[config.mk]
export PLATFORM = sky130hd
export DESIGN_NAME = fp_alu_arbiter_flat
export DESIGN_NICKNAME = d
export VERILOG_FILES = /design/src/rtl/fp_alu_arb_if.sv /design/src/rtl/fp_alu_arbiter.sv /design/src/flat_wrapper.sv
export SDC_FILE = /design/constraint.sdc
export NUM_CORES = 1
export LEC_CHECK = 0
export BUFFER_PORTS_ARGS = -buffer_cell sky130_fd_sc_hd__clkbuf_2
export CORE_ASPECT_RATIO = 2
export CORE_MARGIN = 2
export CORE_UTILIZATION = 40
export CTS_CLUSTER_SIZE = 40
export DETAILED_ROUTE_END_ITERATION = 10
export GPL_ROUTABILITY_DRIVEN = 1
export PLACE_DENSITY_LB_ADDON = 0.05
export RECOVER_POWER = 100
export SETUP_SLACK_MARGIN = 0.2
export SLEW_MARGIN = 20
export SYNTH_ARGS = -nofsm -noshare
export SYNTH_HDL_FRONTEND = slang
export SYNTH_SLANG_ARGS = --single-unit
[constraint.sdc]
create_clock -name i_clk -period 1.5 [get_ports i_clk]
set_input_delay 0.225 -clock i_clk [delete_from_list [all_inputs] [get_ports i_clk]]
set_output_delay 0.225 -clock i_clk [all_outputs]
set_load 0.01 [all_outputs]
[src/rtl/fp_alu_arb_if.sv]
// Bundle between the two FP clients, the shared combinational FP ALU and the
// response consumer. The slave modport is the arbiter side.
interface fp_alu_arb_if;
    localparam int unsigned DATA_W = 32;
    localparam int unsigned OVF_W  = 8;

    logic              req0_valid;
    logic              req0_ready;
    logic [DATA_W-1:0] req0_a;
    logic [DATA_W-1:0] req0_b;
    logic              req0_sel;

    logic              req1_valid;
    logic              req1_ready;
    logic [DATA_W-1:0] req1_a;
    logic [DATA_W-1:0] req1_b;
    logic              req1_sel;

    logic [DATA_W-1:0] alu_a;
    logic [DATA_W-1:0] alu_b;
    logic              alu_selector;
    logic [DATA_W-1:0] alu_result;
    logic              alu_carry;
    logic              alu_overflow;

    logic              resp_valid;
    logic              resp_ready;
    logic              resp_id;
    logic [DATA_W-1:0] resp_result;
    logic              resp_carry;
    logic              resp_overflow;

    logic [OVF_W-1:0]  ovf_count;
    logic              busy;

    modport slave (
        input  req0_valid, req0_a, req0_b, req0_sel,
        input  req1_valid, req1_a, req1_b, req1_sel,
        input  alu_result, alu_carry, alu_overflow,
        input  resp_ready,
        output req0_ready, req1_ready,
        output alu_a, alu_b, alu_selector,
        output resp_valid, resp_id, resp_result, resp_carry, resp_overflow,
        output ovf_count, busy
    );

    modport master (
        output req0_valid, req0_a, req0_b, req0_sel,
        output req1_valid, req1_a, req1_b, req1_sel,
        output alu_result, alu_carry, alu_overflow,
        output resp_ready,
        input  req0_ready, req1_ready,
        input  alu_a, alu_b, alu_selector,
        input  resp_valid, resp_id, resp_result, resp_carry, resp_overflow,
        input  ovf_count, busy
    );
endinterface

[src/rtl/fp_alu_arbiter.sv]
// Round-robin arbiter and sequencer for one shared FP add/mul ALU: registers the
// granted operands, waits ALU_LAT cycles, then presents a tagged response.
module fp_alu_arbiter #(
    parameter int unsigned ALU_LAT = 1
) (
    input  logic         i_clk,
    input  logic         i_rst,
    fp_alu_arb_if.slave  bus
);
    localparam int unsigned DATA_W = 32;
    localparam int unsigned CNT_W  = 4;
    localparam int unsigned OVF_W  = 8;
    localparam logic [CNT_W-1:0] LAT_LAST = CNT_W'(ALU_LAT - 1);

    typedef enum logic [1:0] {
        S_IDLE = 2'd0,
        S_EXEC = 2'd1,
        S_RESP = 2'd2
    } state_t;

    state_t             r_state;
    state_t             w_state_nxt;
    logic               r_last_grant;
    logic               r_id;
    logic [CNT_W-1:0]   r_cnt;
    logic [DATA_W-1:0]  r_alu_a;
    logic [DATA_W-1:0]  r_alu_b;
    logic               r_alu_sel;
    logic               r_resp_valid;
    logic               r_resp_id;
    logic [DATA_W-1:0]  r_resp_result;
    logic               r_resp_carry;
    logic               r_resp_overflow;
    logic [OVF_W-1:0]   r_ovf_count;
    logic               r_busy;

    logic               w_any;
    logic               w_grant;
    logic               w_accept;
    logic               w_capture;
    logic               w_resp_done;

    // A lone valid wins; a tie goes to the requester not served last
    always_comb begin
        w_any   = bus.req0_valid | bus.req1_valid;
        w_grant = (bus.req0_valid && bus.req1_valid) ? ~r_last_grant : bus.req1_valid;
    end

    assign bus.req0_ready = (r_state == S_IDLE) && bus.req0_valid && !w_grant;
    assign bus.req1_ready = (r_state == S_IDLE) && bus.req1_valid &&  w_grant;

    always_ff @(posedge i_clk) begin
        if (i_rst) r_state <= S_IDLE;
        else       r_state <= w_state_nxt;
    end

    always_comb begin
        w_state_nxt = r_state;
        w_accept    = 1'b0;
        w_capture   = 1'b0;
        w_resp_done = 1'b0;
        case (r_state)
            S_IDLE: begin
                if (w_any) begin
                    w_accept    = 1'b1;
                    w_state_nxt = S_EXEC;
                end
            end
            S_EXEC: begin
                if (r_cnt == LAT_LAST) begin
                    w_capture   = 1'b1;
                    w_state_nxt = S_RESP;
                end
            end
            S_RESP: begin
                if (bus.resp_ready) begin
                    w_resp_done = 1'b1;
                    w_state_nxt = S_IDLE;
                end
            end
            default: w_state_nxt = S_IDLE;
        endcase
    end

    // Operand, settle-counter and response registers
    always_ff @(posedge i_clk) begin
        if (i_rst) begin
            r_last_grant    <= 1'b1;
            r_id            <= 1'b0;
            r_cnt           <= '0;
            r_alu_a         <= '0;
            r_alu_b         <= '0;
            r_alu_sel       <= 1'b0;
            r_resp_valid    <= 1'b0;
            r_resp_id       <= 1'b0;
            r_resp_result   <= '0;
            r_resp_carry    <= 1'b0;
            r_resp_overflow <= 1'b0;
            r_ovf_count     <= '0;
            r_busy          <= 1'b0;
        end else begin
            if (w_accept) begin
                r_alu_a      <= w_grant ? bus.req1_a   : bus.req0_a;
                r_alu_b      <= w_grant ? bus.req1_b   : bus.req0_b;
                r_alu_sel    <= w_grant ? bus.req1_sel : bus.req0_sel;
                r_id         <= w_grant;
                r_last_grant <= w_grant;
                r_cnt        <= '0;
            end else if ((r_state == S_EXEC) && !w_capture) begin
                r_cnt <= r_cnt + CNT_W'(1);
            end

            if (w_capture) begin
                r_resp_valid    <= 1'b1;
                r_resp_id       <= r_id;
                r_resp_result   <= bus.alu_result;
                r_resp_carry    <= bus.alu_carry;
                r_resp_overflow <= bus.alu_overflow;
            end

            if (w_resp_done) begin
                r_resp_valid <= 1'b0;
                if (r_resp_overflow && (r_ovf_count != '1))
                    r_ovf_count <= r_ovf_count + OVF_W'(1);
            end

            r_busy <= (w_state_nxt != S_IDLE);
        end
    end

    assign bus.alu_a         = r_alu_a;
    assign bus.alu_b         = r_alu_b;
    assign bus.alu_selector  = r_alu_sel;
    assign bus.resp_valid    = r_resp_valid;
    assign bus.resp_id       = r_resp_id;
    assign bus.resp_result   = r_resp_result;
    assign bus.resp_carry    = r_resp_carry;
    assign bus.resp_overflow = r_resp_overflow;
    assign bus.ovf_count     = r_ovf_count;
    assign bus.busy          = r_busy;
endmodule

[src/flat_wrapper.sv]
// flat-port wrapper written by rule: the top's interface ports become plain ports
module fp_alu_arbiter_flat 
#(
    parameter int unsigned ALU_LAT = 1
)
  (i_clk, i_rst, bus_req0_valid, bus_req0_a, bus_req0_b, bus_req0_sel, bus_req1_valid, bus_req1_a, bus_req1_b, bus_req1_sel, bus_alu_result, bus_alu_carry, bus_alu_overflow, bus_resp_ready, bus_req0_ready, bus_req1_ready, bus_alu_a, bus_alu_b, bus_alu_selector, bus_resp_valid, bus_resp_id, bus_resp_result, bus_resp_carry, bus_resp_overflow, bus_ovf_count, bus_busy);
  fp_alu_arb_if bus_i ();
  input  logic i_clk;
  input  logic i_rst;
  input wire logic [$bits(bus_i.req0_valid)-1:0] bus_req0_valid;
  input wire logic [$bits(bus_i.req0_a)-1:0] bus_req0_a;
  input wire logic [$bits(bus_i.req0_b)-1:0] bus_req0_b;
  input wire logic [$bits(bus_i.req0_sel)-1:0] bus_req0_sel;
  input wire logic [$bits(bus_i.req1_valid)-1:0] bus_req1_valid;
  input wire logic [$bits(bus_i.req1_a)-1:0] bus_req1_a;
  input wire logic [$bits(bus_i.req1_b)-1:0] bus_req1_b;
  input wire logic [$bits(bus_i.req1_sel)-1:0] bus_req1_sel;
  input wire logic [$bits(bus_i.alu_result)-1:0] bus_alu_result;
  input wire logic [$bits(bus_i.alu_carry)-1:0] bus_alu_carry;
  input wire logic [$bits(bus_i.alu_overflow)-1:0] bus_alu_overflow;
  input wire logic [$bits(bus_i.resp_ready)-1:0] bus_resp_ready;
  output wire logic [$bits(bus_i.req0_ready)-1:0] bus_req0_ready;
  output wire logic [$bits(bus_i.req1_ready)-1:0] bus_req1_ready;
  output wire logic [$bits(bus_i.alu_a)-1:0] bus_alu_a;
  output wire logic [$bits(bus_i.alu_b)-1:0] bus_alu_b;
  output wire logic [$bits(bus_i.alu_selector)-1:0] bus_alu_selector;
  output wire logic [$bits(bus_i.resp_valid)-1:0] bus_resp_valid;
  output wire logic [$bits(bus_i.resp_id)-1:0] bus_resp_id;
  output wire logic [$bits(bus_i.resp_result)-1:0] bus_resp_result;
  output wire logic [$bits(bus_i.resp_carry)-1:0] bus_resp_carry;
  output wire logic [$bits(bus_i.resp_overflow)-1:0] bus_resp_overflow;
  output wire logic [$bits(bus_i.ovf_count)-1:0] bus_ovf_count;
  output wire logic [$bits(bus_i.busy)-1:0] bus_busy;
  assign bus_i.req0_valid = bus_req0_valid;
  assign bus_i.req0_a = bus_req0_a;
  assign bus_i.req0_b = bus_req0_b;
  assign bus_i.req0_sel = bus_req0_sel;
  assign bus_i.req1_valid = bus_req1_valid;
  assign bus_i.req1_a = bus_req1_a;
  assign bus_i.req1_b = bus_req1_b;
  assign bus_i.req1_sel = bus_req1_sel;
  assign bus_i.alu_result = bus_alu_result;
  assign bus_i.alu_carry = bus_alu_carry;
  assign bus_i.alu_overflow = bus_alu_overflow;
  assign bus_i.resp_ready = bus_resp_ready;
  assign bus_req0_ready = bus_i.req0_ready;
  assign bus_req1_ready = bus_i.req1_ready;
  assign bus_alu_a = bus_i.alu_a;
  assign bus_alu_b = bus_i.alu_b;
  assign bus_alu_selector = bus_i.alu_selector;
  assign bus_resp_valid = bus_i.resp_valid;
  assign bus_resp_id = bus_i.resp_id;
  assign bus_resp_result = bus_i.resp_result;
  assign bus_resp_carry = bus_i.resp_carry;
  assign bus_resp_overflow = bus_i.resp_overflow;
  assign bus_ovf_count = bus_i.ovf_count;
  assign bus_busy = bus_i.busy;
  fp_alu_arbiter #(.ALU_LAT(ALU_LAT)) u_core (.i_clk(i_clk), .i_rst(i_rst), .bus(bus_i));
endmodule
==> metrics.yaml <==
die:
  design.die.area_um2: 13100
  row_count: 57
  fp.dieH_um: 160
  io_pins: 281
  initial_core_util: 0.406
  die_w_um: 82.0
  core_area_um2: 12000
critical_path:
  end_kind: "flop"
  worstPathRequired_ps: 1830
  worstSetupPathType: "reg -> reg"
  cp_cell_sequence: "inv_2, ha_4, nor3b_4, and2_4, buf_6, buf_6, nand2_2, a21oi_2"
  r2r_setup_slack_ps: -30
  crit_top_cell: "buf_6"
  worstPathMaxFanout: 6
  cp.arrival_ps: 1860
  max_stage_delay_ps: 330
  cp_slowest_cell: "dfxtp_2"
  start_kind: "flop"
detailed_routing:
  routed_wl_um: 18200
  ant_nets: 0
  vias: 5414
  viasPerCell: 5.21
  wl_per_cell_um: 17.5
  initialDrtViolationCount: 127
  drc_errors: 0
  drt_first_pass_iters: 6
finish:
  num_antenna_cells: 0
  nets: 1052
  final_cell_mix: "277 x clkbuf_2, 105 x dfxtp_1, 70 x nor2_1"
  area_delta_synth_final_pct: 90.6
  finalNonFillerCells: 1040
  final_common_cell: "clkbuf_2"
  drive_above_1_share: 0.662
clocking:
  cts.sinks: 118
  root_buffer: "clkbuf_16"
  cts_tree: "done"
  clkTransAtPathRegs_ps: 50
  clock_latency_ps: 410
  htreeDepth: 4
  clk_path_buf_depth: 2
  cts_buffers: 17
power_and_ir_drop:
  power.density_nw_per_um2: 1130
  ir_drop_v: 0.000871
  total_power_w: 0.0105
  leakage_nw: 4.17
sta:
  drv_slew: 0
  tightest_slew_ps: 356
  rsz0062_at_grt: "yes"
  max_freq_ghz: 0.656
  hold_viol: 0
  post-route-period-util: 1.02
  worst_slack_ps: -25.4
  fin_skew_ps: 6.32
  setup_viol: 9
  relSlewSlack: 0.763
  finalWorstPathRequiredPeriod_ps: 1530
placed_design:
  place.gp.congestion: 0.732
  detailed_place_hpwl_um: 10300
  portBuffers: 280
  placed_cells: 944
synthesis:
  synth_fa_ha_area_frac: 0.00771
  synthTopCellsByArea: "dfxtp_1 49%, mux2i_1 14%, a211oi_1 10%"
  syn_area_per_cell_um2: 9.10
  synth_mux_area_frac: 0.140
  synth_top_area_cell: "dfxtp_1"
  syn-cell-area_um2: 4870
  synth-xor-area-share: 0.00540
  synth.distinct_cells: 32
  yosysSeqAreaShare: 0.485
  yosys.area.top_type_share: 0.485
  yosys_warnings: 0
  synth_nets: 707
  synth_compound_area_frac: 0.167
  ys_seq_elements: 118
  synth-simple-area-share: 0.144
  synthCells: 535
  synth_top_family_by_area: "compound AO/OA/AOI/OAI gates"
global_routing:
  grt_overflow: 0
  grt_pass1_vias: 4878
  grt_max_degree: 58
  grt_util_all_layers: 0.239
  grt_first_pass_wirelength_um: 24100
  antenna_found_initial: 0
job:
  maxCapViolCount: 0
status:
  failed_checks: "setup timing"
  status: "finished with violations"
worst_hold_path:
  hold_class: "in -> reg"
[layout make-up]
| cell class | count | area [µm²] |
|---|---|---|
| Inverter | 6 | 22.5 |
| Multi-Input combinational cell | 368 | 3280 |
| Timing Repair Buffer | 369 | 2830 |
| Sequential cell | 118 | 2400 |
| Clock buffer | 23 | 468 |
| Tap cell | 147 | 184 |
| Clock inverter | 9 | 101 |
| Fill cell | 779 | 2700 |
[timing repair]
item / 4_1_cts / 5_1_grt
setup endpoints to repair: 111 / 116
pin swaps: 58 / 75
setup buffers: 28 / 11
gates resized for setup: 135 / 171
gates cloned: 11 / 14
hold buffers: 0 / 0
[kinds of logic after synthesis]
family,count (synthesis)
fa+ha+maj,3
xor+xnor,3
buf+inv,49
mux,68
compound gates,122
simple gates,172
flops,118
[routing by layer]
metal,wire (µm),share of wire,vias up,global-route usage
met5,0,0,-,0
met4,414,0.023,0,0.105
met3,1260,0.069,32,0.0627
met2,9550,0.53,208,0.403
met1,6940,0.38,2590,0.278
li1,-,-,2584,-
[synth_stat cells]
cell / count
a21oi_1: 44
o21ai_0: 4
o21bai_4: 1
buf_6: 4
ha_1: 3
nand4b_1: 1
nand2_1: 75
a31oi_1: 1
buf_2: 22
o21a_1: 1
nor3b_1: 1
mux2i_1: 68
or3_1: 3
a311oi_1: 1
a21boi_2: 1
xor2_1: 1
a211oi_1: 65
inv_1: 6
buf_4: 2
and2_1: 2
nor3_1: 4
nor2_1: 74
nand4_1: 2
dfxtp_1: 118
or4_1: 3
nand2b_1: 1
clkbuf_1: 15
o31ai_1: 3
xnor2_1: 2
and2b_1: 1
nand3_1: 5
a211o_1: 1
[power by group]
group | internal [W] | switching (W)
clock network | 0.00252 | 0.00139
registers | 0.00344 | 0.000207
logic | 0.00154 | 0.00141
[through the flow]
step | hold WS (ps) | util | TNS, ps | setup WS, ps | cell area, µm²
2_1_floorplan | 339 | - | 0 | 187 | 4950
3_3_place_gp | 442 | 0.547 | 0 | 89.6 | 6560
3_5_place_dp | 445 | 0.547 | 0 | 29.2 | 6560
4_1_cts | 23.7 | 0.679 | -93.9 | -22.7 | 8130
5_1_grt | 34.8 | 0.774 | -2190 | -95.0 | 9280
6_report | 41.0 | 0.774 | -74.7 | -25.4 | 9280
[flip-flops by register name, summed over array words and instances (netlist names)]
name / flops
u_core.bus.resp_id: 1
u_core.bus.alu_b: 32
u_core.bus.alu_selector: 1
u_core.bus.ovf_count: 8
u_core.bus.resp_valid: 1
u_core.r_state: 2
u_core.r_last_grant: 1
u_core.r_id: 1
u_core.r_cnt: 4
u_core.bus.resp_overflow: 1
u_core.bus.busy: 1
u_core.bus.resp_carry: 1
u_core.bus.alu_a: 32
u_core.bus.resp_result: 32
[worst paths after layout]
check | from | end | depth (start not counted)
setup reg to reg | u_core.r_cnt[1] | u_core.bus.resp_result[12] | 8
hold reg to reg | u_core.bus.resp_result[1] | u_core.bus.resp_result[1] | 2
setup / recovery | u_core.r_cnt[1] | u_core.bus.resp_result[12] | 8
hold / removal | bus_alu_result[28] | u_core.bus.resp_result[28] | 3
[worst max-delay path, delay by kind of cell (launching register included)]
| kind | cells | cell delay (ps) |
|---|---|---|
| buf+inv | 3 | 310 |
| compound gates | 1 | 140 |
| flops | 1 | 330 |
| simple gates | 3 | 540 |
| fa+ha+maj | 1 | 140 |
Power figures use the tool's default switching activity.
